File: src/rtl/narrower_fifo.sv
// Single-clock width-down FIFO: wide words in, narrow slices out (LS slice first),
// with show-ahead read data and registered flags/counts derived from next-state pointers.
module narrower_fifo #(
  parameter int DEPTH_LG2    = 4,
  parameter int WRDATA_WIDTH = 32,
  parameter int RDDATA_WIDTH = 16,
  parameter bit RST_MEM      = 1'b0
) (
  input  logic                                                                   clk,
  input  logic                                                                   rst_n,
  input  logic                                                                   wrreq,
  input  logic [WRDATA_WIDTH-1:0]                                                wdata_i,
  output logic                                                                   wrfull_o,
  output logic [DEPTH_LG2:0]                                                     wrusedw_o,
  input  logic                                                                   rdreq,
  output logic [RDDATA_WIDTH-1:0]                                                rdata_o,
  output logic                                                                   rdempty_o,
  output logic [DEPTH_LG2+$clog2(WRDATA_WIDTH/RDDATA_WIDTH):0]                   rdusedw_o,
  output logic                                                                   overflow_o,
  output logic                                                                   underflow_o
);

  localparam int WIDTH_RATIO = WRDATA_WIDTH / RDDATA_WIDTH;
  localparam int RATIO_LG2   = $clog2(WIDTH_RATIO);
  localparam int FIFO_DEPTH  = 2 ** DEPTH_LG2;
  localparam int WPTR_W      = DEPTH_LG2 + 1;
  localparam int RPTR_W      = DEPTH_LG2 + RATIO_LG2 + 1;

  localparam logic [WPTR_W-1:0] WPTR_ONE   = WPTR_W'(1);
  localparam logic [RPTR_W-1:0] RPTR_ONE   = RPTR_W'(1);
  localparam logic [WPTR_W-1:0] FULL_COUNT = WPTR_W'(FIFO_DEPTH);

  logic [WRDATA_WIDTH-1:0] mem_q [FIFO_DEPTH];

  logic [WPTR_W-1:0] wrptr_q, wrptr_d;
  logic [RPTR_W-1:0] rdptr_q, rdptr_d;
  logic [WPTR_W-1:0] rdwptr_d;
  logic [WPTR_W-1:0] wrusedw_q, wrusedw_d;
  logic [RPTR_W-1:0] rdusedw_q, rdusedw_d;
  logic              wrfull_q, wrfull_d;
  logic              rdempty_q, rdempty_d;
  logic              overflow_q, overflow_d;
  logic              underflow_q, underflow_d;
  logic              wr_accept, rd_accept;

  logic [WIDTH_RATIO-1:0][RDDATA_WIDTH-1:0] head_slices;

  // Accept decisions use the registered flags, so a write at full is rejected even
  // when the same edge frees the head entry.
  always_comb begin
    wr_accept   = wrreq & ~wrfull_q;
    rd_accept   = rdreq & ~rdempty_q;
    overflow_d  = wrreq & wrfull_q;
    underflow_d = rdreq & rdempty_q;

    wrptr_d = wrptr_q;
    if (wr_accept) begin
      wrptr_d = wrptr_q + WPTR_ONE;
    end
    rdptr_d = rdptr_q;
    if (rd_accept) begin
      rdptr_d = rdptr_q + RPTR_ONE;
    end

    rdwptr_d  = rdptr_d[RPTR_W-1:RATIO_LG2];
    wrusedw_d = wrptr_d - rdwptr_d;
    rdusedw_d = {wrptr_d, {RATIO_LG2{1'b0}}} - rdptr_d;
    wrfull_d  = (wrusedw_d == FULL_COUNT);
    rdempty_d = (rdusedw_d == '0);
  end

  always_ff @(posedge clk) begin
    if (!rst_n) begin
      wrptr_q     <= '0;
      rdptr_q     <= '0;
      wrusedw_q   <= '0;
      rdusedw_q   <= '0;
      wrfull_q    <= 1'b0;
      rdempty_q   <= 1'b1;
      overflow_q  <= 1'b0;
      underflow_q <= 1'b0;
    end else begin
      wrptr_q     <= wrptr_d;
      rdptr_q     <= rdptr_d;
      wrusedw_q   <= wrusedw_d;
      rdusedw_q   <= rdusedw_d;
      wrfull_q    <= wrfull_d;
      rdempty_q   <= rdempty_d;
      overflow_q  <= overflow_d;
      underflow_q <= underflow_d;
    end
  end

  generate
    if (RST_MEM) begin : g_mem_rst
      always_ff @(posedge clk) begin
        if (!rst_n) begin
          for (int i = 0; i < FIFO_DEPTH; i++) begin
            mem_q[i] <= '0;
          end
        end else if (wr_accept) begin
          mem_q[wrptr_q[DEPTH_LG2-1:0]] <= wdata_i;
        end
      end
    end else begin : g_mem_norst
      always_ff @(posedge clk) begin
        if (rst_n && wr_accept) begin
          mem_q[wrptr_q[DEPTH_LG2-1:0]] <= wdata_i;
        end
      end
    end
  endgenerate

  // Show-ahead: the low read-pointer bits pick the slice within the head word.
  assign head_slices = mem_q[rdptr_q[RPTR_W-2:RATIO_LG2]];
  assign rdata_o     = head_slices[rdptr_q[RATIO_LG2-1:0]];

  assign wrfull_o    = wrfull_q;
  assign rdempty_o   = rdempty_q;
  assign wrusedw_o   = wrusedw_q;
  assign rdusedw_o   = rdusedw_q;
  assign overflow_o  = overflow_q;
  assign underflow_o = underflow_q;

`ifdef NARROWER_FIFO_SIM_CHECKS
  // Opt-in protocol checks; off by default so error-path exercising stays quiet.
  always @(posedge clk) begin
    if (rst_n && wrreq && wrfull_q) $error("narrower_fifo: write while full");
    if (rst_n && rdreq && rdempty_q) $error("narrower_fifo: read while empty");
  end
`endif

endmodule

File: config.mk
export PLATFORM = sky130hd
export DESIGN_NAME = narrower_fifo
export DESIGN_NICKNAME = d
export VERILOG_FILES = /design/src/rtl/narrower_fifo.sv
export SDC_FILE = /design/constraint.sdc
export NUM_CORES = 1
export LEC_CHECK = 0
export CAP_MARGIN = 0
export CORE_ASPECT_RATIO = 2
export CORE_UTILIZATION = 60
export DETAILED_ROUTE_END_ITERATION = 8
export MAX_ROUTING_LAYER = met4
export PLACE_DENSITY = 0.86
export SYNTH_ARGS = -nofsm -noshare
export SYNTH_HDL_FRONTEND = slang
export SYNTH_SLANG_ARGS = --single-unit
File: constraint.sdc
create_clock -name clk -period 4.15 [get_ports clk]
set_input_delay 0.83 -clock clk [delete_from_list [all_inputs] [get_ports clk]]
set_output_delay 0.83 -clock clk [all_outputs]
set_load 0.1 [all_outputs]
==> summary.txt <==
Route
  • Final wirelength: 48.0 mm
  • First-pass DRT Iterations: 5
  • Vias per cell: 6.67
  • Routed wire per std cell: 32.4 um
  • Vias: 9860
  • DR DRC count: 0
  • Antenna Violating Nets Remaining: 0
  • DR iter-0 viols: 1015

Critical path
  • Worst endpoint data arrival time: 3.16 ns
  • Crit path capture type: primary output
  • R2r setup slk: 1.10 ns
  • Startpoint Class: flop
  • Crit-path max FO: 14
  • Worst Path Required: 3.32 ns
  • CP Class: flop to primary output

Global routing
  • Met1 Usage GRT: 35.9%
  • Largest net degree at the start of global routing: 34
  • Initial antenna violation count: 3
  • Met3 Track Usage GR: 3.60%
  • Total track usage: 29.2%
  • Global-route wire length before repair: 70.1 mm
  • GRT Max-Usage Layer: met2
  • GR met2 Demand/Resource: 48.5%
  • Overflow after GRT: 0
  • Vias in the first global route: 10400

Timing
  • Final Critical Period: 3.99 ns
  • Slew @ Worst Pin: 0.977 ns
  • Final setup violation count: 0
  • Final number of hold-violating endpoints: 0
  • Slew Viols, Final: 0
  • Slew margin rel.: 34.6%
  • Clock Skew: 0.0164 ns
  • Period utilization: 96.2%
  • Fmax: 250 MHz
  • RSZ-0062 raised after global routing: no
  • Setup TNS: 0 ns

Synthesis
  • YS warnings: 0
  • Register bit total from synthesis: 537
  • Syn Nets: 944
  • Synthesized area: 20900 um^2
  • Async S/R FF share, synth: 0%
  • Mapped Cells: 899
  • Post-synth EDFFs: 512
  • Main synth FF type: edfxtp_1
  • Syn_area_per_cell: 23.2 um^2
  • Distinct cells, synth: 41
  • Post-synthesis sequential area ratio: 76.1%

Clocking
  • Latest clock arrival within the worst-skew pair: 0.57 ns
  • TritonCTS clock tree: built
  • Clock sink count: 537
  • Maximum clock insertion buffer count: 3
  • Total CTS buffers: 43
  • Htree depth: 2
  • Hold buffers post-CTS: 0
  • Post-CTS Setup Repair Bufs: 0
  • Cts repair resizes: 0
  • CTS root buffer: clkbuf_16
  • Clock Pin Slew Worst Setup and Hold Paths: 0.06 ns

Floorplanning
  • Chip Height: 266 um
  • Area of the die: 35600 um^2
  • Die width: 134 um
  • # rows: 96
  • Area of the core: 34200 um^2
  • # IOs: 67
  • Initial Util: 61.0%

Hold path
  • Hold WC Path Type: flop to flop

Placement
  • DP Cell Count: 1398
  • Post-Place Cell Area: 22500 um^2
  • Input/output buffers: 66
  • Final Wtd Congestion: 0.857
  • Estimated wirelength of the detail-placed design: 26.9 mm

Final layout
  • Final core occ: 69.9%
  • Fraction of final layout cells with drive strength greater than 1: 30.7%
  • Final nets: 1048
  • Fillers: 1911
  • Fin cells: 1479
  • Fin area: 23900 um^2
  • Synthesis-to-finish area growth: 14.6%

Job
  • Max Cap Viol: 0

Outcome
  • Status: completed

Power and ir drop
  • Leak: 7.34 nW
  • Tot Pwr: 12.0 mW
  • VDD IR max: 521 uV
  • PwrDens: 502 nW/um^2
synth_stat cells (2+ instances only):
| library cell | instances | area [um^2] |
|---|---|---|
| a21oi_1 | 4 | 20.0 |
| a31oi_1 | 2 | 12.5 |
| and2_1 | 12 | 75.1 |
| and3_1 | 6 | 37.5 |
| and3b_1 | 4 | 35.0 |
| buf_1 | 5 | 18.8 |
| buf_2 | 12 | 60.1 |
| buf_4 | 3 | 22.5 |
| buf_6 | 7 | 78.8 |
| clkbuf_1 | 21 | 78.8 |
| dfxtp_1 | 25 | 500 |
| edfxtp_1 | 512 | 15400 |
| ha_1 | 8 | 100 |
| inv_1 | 6 | 22.5 |
| maj3_2 | 3 | 33.8 |
| mux2_2 | 16 | 180 |
| mux2i_1 | 5 | 50.1 |
| mux4_2 | 160 | 3600 |
| nand2_1 | 9 | 33.8 |
| nand2b_1 | 2 | 12.5 |
| nand3_1 | 5 | 25.0 |
| nand3b_1 | 3 | 22.5 |
| nor2_1 | 21 | 78.8 |
| nor2b_1 | 12 | 75.1 |
| o21ai_0 | 2 | 10.0 |
| xnor2_1 | 14 | 123 |
| xor2_1 | 6 | 52.6 |
path summary, 6_finish.rpt:
kind	to	depth (start not counted)	from
setup / recovery	rdata_o[14]	5	rdptr_q[1]$_SDFF_PN0_
hold / removal	overflow_o$_SDFF_PN0_	1	wrfull_o$_SDFF_PN0_
setup reg to reg	wrfull_o$_SDFF_PN0_	10	rdptr_q[1]$_SDFF_PN0_
hold reg to reg	overflow_o$_SDFF_PN0_	1	wrfull_o$_SDFF_PN0_
per-layer routing:
metal | up-vias | part of all wire [%]
met1 | 5175 | 34
met5 | - | 0
met4 | 0 | 5.0
met2 | 554 | 54
met3 | 147 | 6.8
li1 | 3984 | -
flip-flops by register name, summed over array words and instances, names as in the netlist:
signal and cells:
wrptr_q 5, mem_q 512, wrfull_o 1, rdusedw_o 5, rdptr_q 6, underflow_o 1
rdempty_o 1, wrusedw_o 5, overflow_o 1
metrics by stage:
step / setup WS, ns / hold WS, ns
final: 0.157 / 0.565
after global routing: 0.0966 / 0.585
after CTS: 0.0211 / 0.565
after detailed placement: 0.509 / 0.559
after global placement: 0.556 / 0.525
after floorplan: 0.930 / 0.509
cells in the final DEF, fill, tap and decap left out, drive strengths merged, types with 14 or more instances in the layout:
cell type and instances:
edfxtp 512, mux4 160, buf 58, clkbuf 52, clkdlybuf4s50 49, dfxtp 25, nor2 21, mux2 17
clkinv 17, xnor2 14
area by class of cell:
class	instances	area, um^2	share of cell area, %
antenna	3	7.51	0.0314
inverter	6	22.5	0.0942
sequential	537	15900	66.4
clock buffer	52	1110	4.64
multi-input combinational	308	4830	20.2
tap	441	552	2.31
timing repair buffer	107	1260	5.26
clock inverter	25	250	1.05
critical path, stage by stage (launching register included):
cell and delay, ns:
dfxtp_4 0.58, buf_4 0.38, mux4_2 0.59, mux4_2 0.49, mux2_2 0.30, buf_4 0.24
where the power goes:
group	internal, mW	switching [mW]
combinational	0.729	1.15
clock	2.23	1.83
sequential	6.01	0.0516
total	8.97	3.03
logic make-up (layout without fill, tap and decap cells):
| family | after synthesis | after routing | synth area share (%) |
|---|---|---|---|
| AOI/OAI and AO/OA | 16 | 16 | 0.504 |
| xor gates and xnor gates | 20 | 20 | 0.839 |
| adders and majority gates | 13 | 13 | 0.785 |
| buffers and inverters | 54 | 190 | 1.35 |
| DFF | 537 | 537 | 76.1 |
| muxes | 182 | 182 | 18.4 |
| other | 0 | 3 | 0 |
| and+or+nand+nor | 77 | 77 | 2.02 |
(Power assumes the default switching activity.)
